`src/rtl/cnn_result_decoder.sv`:
```
// CNN result decoder: scans a stream of per-class scores (one or more lanes
// per input word), tracks the highest score and its class index, and hands
// a tagged result word {seq, class, max_score} to a stalling consumer.
module cnn_result_decoder #(
   parameter int NUM_CLASSES     = 10,
   parameter int VALUE_BITS      = 8,
   parameter int VALUES_PER_WORD = 1
) (
   input  logic        clock,
   input  logic        reset,
   input  logic [31:0] in_data,
   input  logic        in_valid,
   output logic        upstream_stall,
   output logic [31:0] out_data,
   output logic        out_valid,
   input  logic        downstream_stall
);

   typedef enum logic {COLLECT = 1'b0, EMIT = 1'b1} state_t;

   state_t      state_q;
   logic [7:0]  idx_q;
   logic [15:0] best_score_q;
   logic [7:0]  best_cls_q;
   logic [7:0]  seq_q;
   logic [31:0] out_data_q;
   logic        out_valid_q;
   logic        stall_q;

   logic        accept;
   logic [15:0] best_score_d;
   logic [7:0]  best_cls_d;
   logic [8:0]  idx_d;
   logic [8:0]  remain;

   // Lanes above VALUES_PER_WORD*VALUE_BITS carry no scores.
   logic        unused_in_bits;
   assign unused_in_bits = ^in_data;

   // Stall is a pure register, so accept never depends combinationally on it
   // beyond the registered state.
   assign accept = in_valid && !stall_q;

   // Scan the lanes of the current word in class order; strict compare keeps
   // the lowest class index on ties, and lanes past the last class are ignored.
   always_comb begin
      best_score_d = best_score_q;
      best_cls_d   = best_cls_q;
      for (int k = 0; k < VALUES_PER_WORD; k++) begin
         logic [8:0]  lane_idx;
         logic [15:0] lane_val;
         lane_idx = {1'b0, idx_q} + 9'(k);
         lane_val = 16'(in_data[k*VALUE_BITS +: VALUE_BITS]);
         if ((lane_idx < 9'(NUM_CLASSES)) && (lane_val > best_score_d)) begin
            best_score_d = lane_val;
            best_cls_d   = lane_idx[7:0];
         end
      end
      remain = 9'(NUM_CLASSES) - {1'b0, idx_q};
      if (remain < 9'(VALUES_PER_WORD)) begin
         idx_d = {1'b0, idx_q} + remain;
      end else begin
         idx_d = {1'b0, idx_q} + 9'(VALUES_PER_WORD);
      end
   end

   // COLLECT/EMIT state machine with registered handshake outputs.
   always_ff @(posedge clock) begin
      if (!reset) begin
         state_q      <= COLLECT;
         idx_q        <= '0;
         best_score_q <= '0;
         best_cls_q   <= '0;
         seq_q        <= '0;
         out_data_q   <= '0;
         out_valid_q  <= 1'b0;
         stall_q      <= 1'b0;
      end else begin
         case (state_q)
            COLLECT: begin
               if (accept) begin
                  best_score_q <= best_score_d;
                  best_cls_q   <= best_cls_d;
                  idx_q        <= idx_d[7:0];
                  if (idx_d == 9'(NUM_CLASSES)) begin
                     state_q     <= EMIT;
                     stall_q     <= 1'b1;
                     out_valid_q <= 1'b1;
                     out_data_q  <= {seq_q, best_cls_d, best_score_d};
                  end
               end
            end
            EMIT: begin
               if (!downstream_stall) begin
                  state_q      <= COLLECT;
                  stall_q      <= 1'b0;
                  out_valid_q  <= 1'b0;
                  idx_q        <= '0;
                  best_score_q <= '0;
                  best_cls_q   <= '0;
                  seq_q        <= seq_q + 8'd1;
               end
            end
            default: begin
               state_q <= COLLECT;
            end
         endcase
      end
   end

   assign upstream_stall = stall_q;
   assign out_valid      = out_valid_q;
   assign out_data       = out_data_q;

endmodule

```
`config.mk`:
```
export PLATFORM = sky130hd
export DESIGN_NAME = cnn_result_decoder
export DESIGN_NICKNAME = d
export VERILOG_FILES = /design/src/rtl/cnn_result_decoder.sv
export SDC_FILE = /design/constraint.sdc
export NUM_CORES = 1
export LEC_CHECK = 0
export ABC_AREA = 1
export CAP_MARGIN = 15
export CELL_PAD_IN_SITES_DETAIL_PLACEMENT = 1
export CELL_PAD_IN_SITES_GLOBAL_PLACEMENT = 2
export CORE_ASPECT_RATIO = 0.75
export CORE_MARGIN = 10
export CORE_UTILIZATION = 26
export CTS_CLUSTER_DIAMETER = 60
export DETAILED_ROUTE_END_ITERATION = 8
export PLACE_DENSITY = 0.86
export SYNTH_ARGS = -nofsm -noshare
export SYNTH_HDL_FRONTEND = slang
export SYNTH_SLANG_ARGS = --single-unit
```
`constraint.sdc`:
```
create_clock -name clock -period 1.95 [get_ports clock]
set_input_delay 0.2925 -clock clock [delete_from_list [all_inputs] [get_ports clock]]
set_output_delay 0.2925 -clock clock [all_outputs]
set_load 0.005 [all_outputs]
```
==> results of run 1 <==
## worst register-to-register path, cell delays in order, from the launching register on
cell and delay, ns:
sky130_fd_sc_hd__dfxtp_4 0.39, sky130_fd_sc_hd__inv_4 0.05, sky130_fd_sc_hd__ha_4 0.23, sky130_fd_sc_hd__inv_2 0.04
sky130_fd_sc_hd__nand2_1 0.05, sky130_fd_sc_hd__nor2_1 0.10, sky130_fd_sc_hd__nand3_1 0.07, sky130_fd_sc_hd__nor2_1 0.10
sky130_fd_sc_hd__nand2_1 0.10, sky130_fd_sc_hd__nand2_2 0.09, sky130_fd_sc_hd__o211ai_1 0.15, sky130_fd_sc_hd__nor2_4 0.17
sky130_fd_sc_hd__buf_6 0.16, sky130_fd_sc_hd__clkbuf_16 0.14, sky130_fd_sc_hd__nand4_1 0.09, sky130_fd_sc_hd__a21oi_1 0.19
## cells by family (layout without fill, tap and decap cells)
| kind of cell | after synthesis | count (layout) | synth area share |
|---|---|---|---|
| simple gates | 235 | 235 | 0.296 |
| buf+inv | 84 | 198 | 0.102 |
| compound gates | 82 | 82 | 0.122 |
| flops | 74 | 74 | 0.408 |
| fa+ha+maj | 16 | 16 | 0.0551 |
| xor+xnor | 5 | 5 | 0.0162 |
| other cells | 1 | 4 | 0.00103 |
## cell type report
cell class	count	area, µm²	area share
Clock buffer	12	256	0.0445
Clock inverter	4	73.8	0.0128
Timing Repair Buffer	125	1240	0.216
Inverter	57	221	0.0384
Multi-Input combinational cell	342	2250	0.390
Sequential cell	74	1500	0.260
Tap cell	175	219	0.0380
## metrics by stage
step,instances,setup TNS (ns),instance area (µm²)
after global routing,789,-12.44,5760
after floorplan,500,0,3690
after detailed placement,753,-18.18,4750
after global placement,753,-14.79,4750
final,789,-7.05,5760
after CTS,780,-7.15,5310
## path summary, 6_finish.rpt
path	start	slack, ns	to
hold reg to reg	out_data[3]	0.46	out_data[3]
setup / recovery	idx_q[0]	-0.24	out_data[19]
setup reg to reg	idx_q[0]	-0.24	out_data[19]
hold / removal	in_data[6]	0.38	best_score_q[6]
## routing by layer
metal  share of wire  vias to the layer above  global-route usage
met5               0                        -                   0
met4           0.011                        0              0.0282
met3           0.052                       17              0.0391
met2            0.48                       72               0.218
met1            0.46                     1872               0.165
li1                -                     1874                   -
## registers in the layout, indices dropped and copies added (netlist names)
name            cells
best_cls_q          8
best_score_q       16
idx_q               8
out_data           32
seq_q               8
state_q             1
upstream_stall      1
## Yosys cell counts
cell	instances
sky130_fd_sc_hd__xor2_1	1
sky130_fd_sc_hd__a221oi_1	1
sky130_fd_sc_hd__o21bai_4	1
sky130_fd_sc_hd__inv_2	1
sky130_fd_sc_hd__nand4_2	1
sky130_fd_sc_hd__nand3_2	1
sky130_fd_sc_hd__o211ai_1	3
sky130_fd_sc_hd__ha_1	16
sky130_fd_sc_hd__conb_1	1
sky130_fd_sc_hd__a21oi_1	65
sky130_fd_sc_hd__nand3_1	21
sky130_fd_sc_hd__nor3b_1	2
sky130_fd_sc_hd__xor2_2	2
sky130_fd_sc_hd__xnor2_1	2
sky130_fd_sc_hd__clkinv_1	2
sky130_fd_sc_hd__buf_6	6
sky130_fd_sc_hd__inv_1	54
sky130_fd_sc_hd__nor2_4	1
sky130_fd_sc_hd__nand4_1	39
sky130_fd_sc_hd__nand3_4	1
sky130_fd_sc_hd__nor2_1	23
sky130_fd_sc_hd__nor3_1	14
sky130_fd_sc_hd__and3_1	1
sky130_fd_sc_hd__nor4_1	1
sky130_fd_sc_hd__nand2_1	128
sky130_fd_sc_hd__o21ai_0	8
sky130_fd_sc_hd__nand2_2	1
sky130_fd_sc_hd__clkbuf_1	15
sky130_fd_sc_hd__nor2_2	1
sky130_fd_sc_hd__dfxtp_1	74
sky130_fd_sc_hd__buf_2	5
sky130_fd_sc_hd__o21ai_2	1
sky130_fd_sc_hd__o22ai_1	3
sky130_fd_sc_hd__buf_4	1
## where the power goes
group	switching [µW]	internal, µW
clock	636	1190
sequential	36.1	1550
combinational	546	446
## what timing repair did
item / 4_1_cts / 5_1_grt
setup buffers: 10 / 5
pin swaps: 14 / 23
hold endpoints to repair: 0 / 0
cloned: 3 / 4
endpoints found under the setup margin: 45 / 63
resized for setup: 38 / 102
hold buffers: 0 / 0
==> impl_metrics.py, run 1 <==
metrics = {
    "layout": {
        "diodes": 0,
        "layout-area-overhead-vs-synth_pct": 58.5,
        "finish.net_count": 661,
        "mostFrequentLayoutCells": "sky130_fd_sc_hd__nand2_1, sky130_fd_sc_hd__dfxtp_1, sky130_fd_sc_hd__buf_4",
        "layout.cells.most_common": "sky130_fd_sc_hd__nand2_1",
        "n_fill_cell": 1631,
        "post-route-util": 0.420,
        "proportion_of_layout_cells_with_a_drive_suffix_above_1": 0.336,
    },
    "setup_path": {
        "timing.critical_path.buf_inv": 4,
        "critPathMaxStageDelay_ns": 0.39,
        "cp_top_family": "simple AND/OR/NAND/NOR gates",
        "r2r_cells": 15,
        "cp-end-kind": "register",
        "worst-endpoint-arrival_ns": 2.45,
        "critical_path.slowest_cell": "sky130_fd_sc_hd__dfxtp_4",
        "critical_path.max_fanout": 5,
        "path_class": "register to register",
        "critical_path.cell_chain": "inv_4 > ha_4 > inv_2 > nand2_1 > nor2_1 > nand3_1 > nor2_1 > nand2_1 > nand2_2 > o211ai_1 > nor2_4 > buf_6 > clkbuf_16 > nand4_1 > a21oi_1",
        "critical_path_required_ns": 2.21,
        "critical_path_depth": 15,
        "critPathLaunchType": "register",
    },
    "clock_network": {
        "tritoncts": "done",
        "clk_transition_reported_paths_ns": 0.06,
        "htree_num_levels": 3,
        "clk_latency_ns": 0.34,
        "cts_buffer_depth": 2,
        "cts_buffers": 9,
        "clockRootBuffer": "sky130_fd_sc_hd__clkbuf_16",
        "clkSinkCount": 74,
    },
    "route": {
        "drt-wirelength-per-cell_um": 16.7,
        "finalWirelength_um": 13100,
        "ant_nets": 0,
        "detailroute.via_count": 3835,
        "via_per_inst": 4.86,
        "detailedRoute.firstPassIterationCount": 4,
        "drtIter0Drc": 140,
        "route.detailed.drc": 0,
    },
    "synth": {
        "synthesis.area_per_instance_um2": 7.31,
        "yosysWarnings": 0,
        "synth_top_area_cell": "sky130_fd_sc_hd__dfxtp_1",
        "synth_top_cell_area_share": 0.408,
        "yosys-top-cells-area": "sky130_fd_sc_hd__dfxtp_1, sky130_fd_sc_hd__nand2_1, sky130_fd_sc_hd__a21oi_1, sky130_fd_sc_hd__nand4_1, sky130_fd_sc_hd__inv_1",
        "seq_area_frac_synth": 0.408,
        "synthCells": 497,
        "post_synth_instance_area_um2": 3630,
        "yosys.cell_types.count": 34,
        "synth.ff_latch_count": 74,
    },
    "power_and_ir_drop": {
        "power_density_nw_per_um2": 764,
        "power_leakage_uw": 0.00223,
        "design_power_total_uw": 4400,
        "max-vdd-ir-drop_mv": 0.522,
    },
    "sta": {
        "finalHoldViolations": 0,
        "min_period_ns": 2.19,
        "setup_viol_count_final": 35,
        "layout_setup_ws_ns": -0.242,
        "final-max-slew-violation-count": 0,
        "fmaxAchievable_ghz": 0.456,
        "setup_skew_ns": 0.00746,
        "whs_ns": 0.380,
        "fin_crit_sh": 1.12,
        "unrepaired_setup_endpoints_after_global_routing": "true",
    },
    "global_route": {
        "maximum_number_of_pins_on_one_net_before_global_route_repair": 36,
        "globalRoute.totalOverflow": 0,
        "antenna_found_initial": 0,
        "grt_pass1_wl_um": 20400,
        "grt_pass1_vias": 4012,
        "grt_util_all_layers": 0.131,
    },
    "place": {
        "dp.final_hpwl_um": 8610,
        "dp_worst_setup_slack_ns": -0.450,
        "port-buffer-count": 45,
        "routabilityCongestion": 0.847,
    },
    "flow_run": {
        "drv_cap": 0,
    },
    "min_path": {
        "min_path_type": "input pin to register",
        "hold-path-cell-count": 5,
    },
    "run_status": {
        "failed_checks": "negative setup slack",
        "run_status": "finished, violations left",
    },
    "die": {
        "rows": 37,
        "core_region_area_um2": 13700,
        "pin_count": 70,
        "start_util": 0.265,
        "die_y_um": 122,
        "floorplan.die.width_um": 157,
        "die_area_um2": 19200,
    },
}
No activity file was read; power rests on OpenSTA's default activity.
==> run 2, diff against run 1 <==
--- a/config.mk
+++ b/config.mk
@@ -15,6 +15,8 @@
 export CTS_CLUSTER_DIAMETER = 60
 export DETAILED_ROUTE_END_ITERATION = 8
 export PLACE_DENSITY = 0.86
+export SKIP_CTS_REPAIR_TIMING = 1
 export SYNTH_ARGS = -nofsm -noshare
 export SYNTH_HDL_FRONTEND = slang
 export SYNTH_SLANG_ARGS = --single-unit
+export TNS_END_PERCENT = 10
==> run 2 against run 1 <==
The flow still finishes with violations (negative setup slack). Critical path depth is the same. Via count down 3.8%. Sequential power barely moved. First-iteration DRC count rose by 18%. Maximum frequency decreased by 1.1%. Routed wire length shrank 7.0%. Design area down 6.0%. Hold slack better by 0.082 ns.
==> impl_metrics.py, run 2 (synthesis results as in run 1) <==
metrics = {
    "run_status": {
        "run_status": "finished, violations left",
        "failed_checks": "negative setup slack",
    },
    "route": {
        "drtIter0Drc": 165,
        "detailroute.via_count": 3688,
        "drt-wirelength-per-cell_um": 15.7,
        "detailedRoute.firstPassIterationCount": 4,
        "finalWirelength_um": 12200,
        "via_per_inst": 4.75,
        "route.detailed.drc": 0,
        "ant_nets": 0,
    },
    "layout": {
        "finish.net_count": 649,
        "diodes": 0,
        "largest_reg_flops": 32,
        "layout-area-overhead-vs-synth_pct": 49.0,
        "proportion_of_layout_cells_with_a_drive_suffix_above_1": 0.256,
        "mostFrequentLayoutCells": "sky130_fd_sc_hd__nand2_1, sky130_fd_sc_hd__dfxtp_1, sky130_fd_sc_hd__buf_4",
        "post-route-util": 0.395,
        "layout.cells.most_common": "sky130_fd_sc_hd__nand2_1",
    },
    "die": {
        "core_region_area_um2": 13700,
        "floorplan.die.width_um": 157,
        "die_y_um": 122,
        "start_util": 0.265,
        "die_area_um2": 19200,
        "rows": 37,
        "pin_count": 70,
    },
    "setup_path": {
        "rrSetupSlack_ns": -0.27,
        "cp-end-kind": "register",
        "path_class": "register to register",
        "critPathLaunchType": "register",
        "critical_path_required_ns": 2.16,
        "worst-endpoint-arrival_ns": 2.43,
        "critical_path.max_fanout": 7,
    },
    "clock_network": {
        "tritoncts": "done",
        "clockRootBuffer": "sky130_fd_sc_hd__clkbuf_16",
        "clkSinkCount": 74,
        "htree_num_levels": 3,
        "cts_buffer_depth": 2,
        "clk_transition_reported_paths_ns": 0.06,
        "cts_buffers": 9,
        "clk_latency_ns": 0.34,
    },
    "min_path": {
        "min_path_type": "register to register",
    },
    "global_route": {
        "maximum_number_of_pins_on_one_net_before_global_route_repair": 36,
        "grt_pass1_wl_um": 19300,
        "antenna_found_initial": 0,
        "grt_pass1_vias": 3873,
        "grt_util_all_layers": 0.124,
        "globalRoute.totalOverflow": 0,
    },
    "sta": {
        "unrepaired_setup_endpoints_after_global_routing": "true",
        "finalHoldViolations": 0,
        "whs_ns": 0.463,
        "fmaxAchievable_ghz": 0.451,
        "setup_viol_count_final": 34,
        "layout_setup_ws_ns": -0.266,
        "fin_crit_sh": 1.14,
        "setup_skew_ns": 0.00690,
        "final-max-slew-violation-count": 0,
        "min_period_ns": 2.22,
    },
    "flow_run": {
        "drv_cap": 0,
    },
    "power_and_ir_drop": {
        "design_power_total_uw": 4210,
        "max-vdd-ir-drop_mv": 0.497,
        "power_leakage_uw": 0.00206,
        "power_density_nw_per_um2": 777,
    },
    "place": {
        "routabilityCongestion": 0.847,
        "port-buffer-count": 45,
        "dp_worst_setup_slack_ns": -0.450,
        "dp.final_hpwl_um": 8610,
    },
}
[run 2: final cells by class]
type | count | area, µm²
clock buffers | 12 | 256
clock inverters | 4 | 73.8
fillers | 1642 | 8290
inverters | 57 | 219
multi-input cells | 342 | 2050
flip-flops and latches | 74 | 1490
well taps | 175 | 219
repair buffers | 113 | 1110
[run 2: through the flow]
step           instances  setup TNS (ns)  instance area (µm²)
6_report             777           -7.50                 5420
5_1_grt              777          -12.94                 5420
4_1_cts              769           -8.18                 5080
3_5_place_dp         753          -18.18                 4750
3_3_place_gp         753          -14.79                 4750
2_1_floorplan        500               0                 3690
[run 2: worst paths after layout]
| kind | from | endpoint | cells after the start |
|---|---|---|---|
| setup / recovery | idx_q[0] | out_data[25] | 15 |
| hold reg to reg | out_data[3] | out_data[3] | 2 |
| setup reg to reg | idx_q[0] | out_data[25] | 15 |
| hold / removal | out_data[3] | out_data[3] | 2 |
[run 2: per-layer routing]
metal  global-route usage  share of wire
met1                0.156           0.47
met2                0.205           0.47
met3               0.0391          0.050
met4               0.0224         0.0074
met5                    0              0
[run 2: critical path, cell delays in order, from the launching register on]
cell	delay, ns
sky130_fd_sc_hd__dfxtp_4	0.40
sky130_fd_sc_hd__inv_4	0.05
sky130_fd_sc_hd__ha_4	0.20
sky130_fd_sc_hd__inv_2	0.04
sky130_fd_sc_hd__nand2_1	0.04
sky130_fd_sc_hd__nor2_1	0.10
sky130_fd_sc_hd__nand3_1	0.07
sky130_fd_sc_hd__nor2_1	0.10
sky130_fd_sc_hd__nand2_1	0.10
sky130_fd_sc_hd__nand2_2	0.08
sky130_fd_sc_hd__o211ai_1	0.14
sky130_fd_sc_hd__nor2_4	0.22
sky130_fd_sc_hd__nand3_4	0.18
sky130_fd_sc_hd__clkbuf_16	0.24
sky130_fd_sc_hd__nand2_2	0.07
sky130_fd_sc_hd__a21oi_2	0.05
[run 2: power breakdown]
part           internal [µW]  switching, µW  total (µW)  leakage [µW]
Combinational            350            455         806       0.00130
Sequential              1550           36.2        1580      0.000600
Clock                   1190            628        1820      0.000163
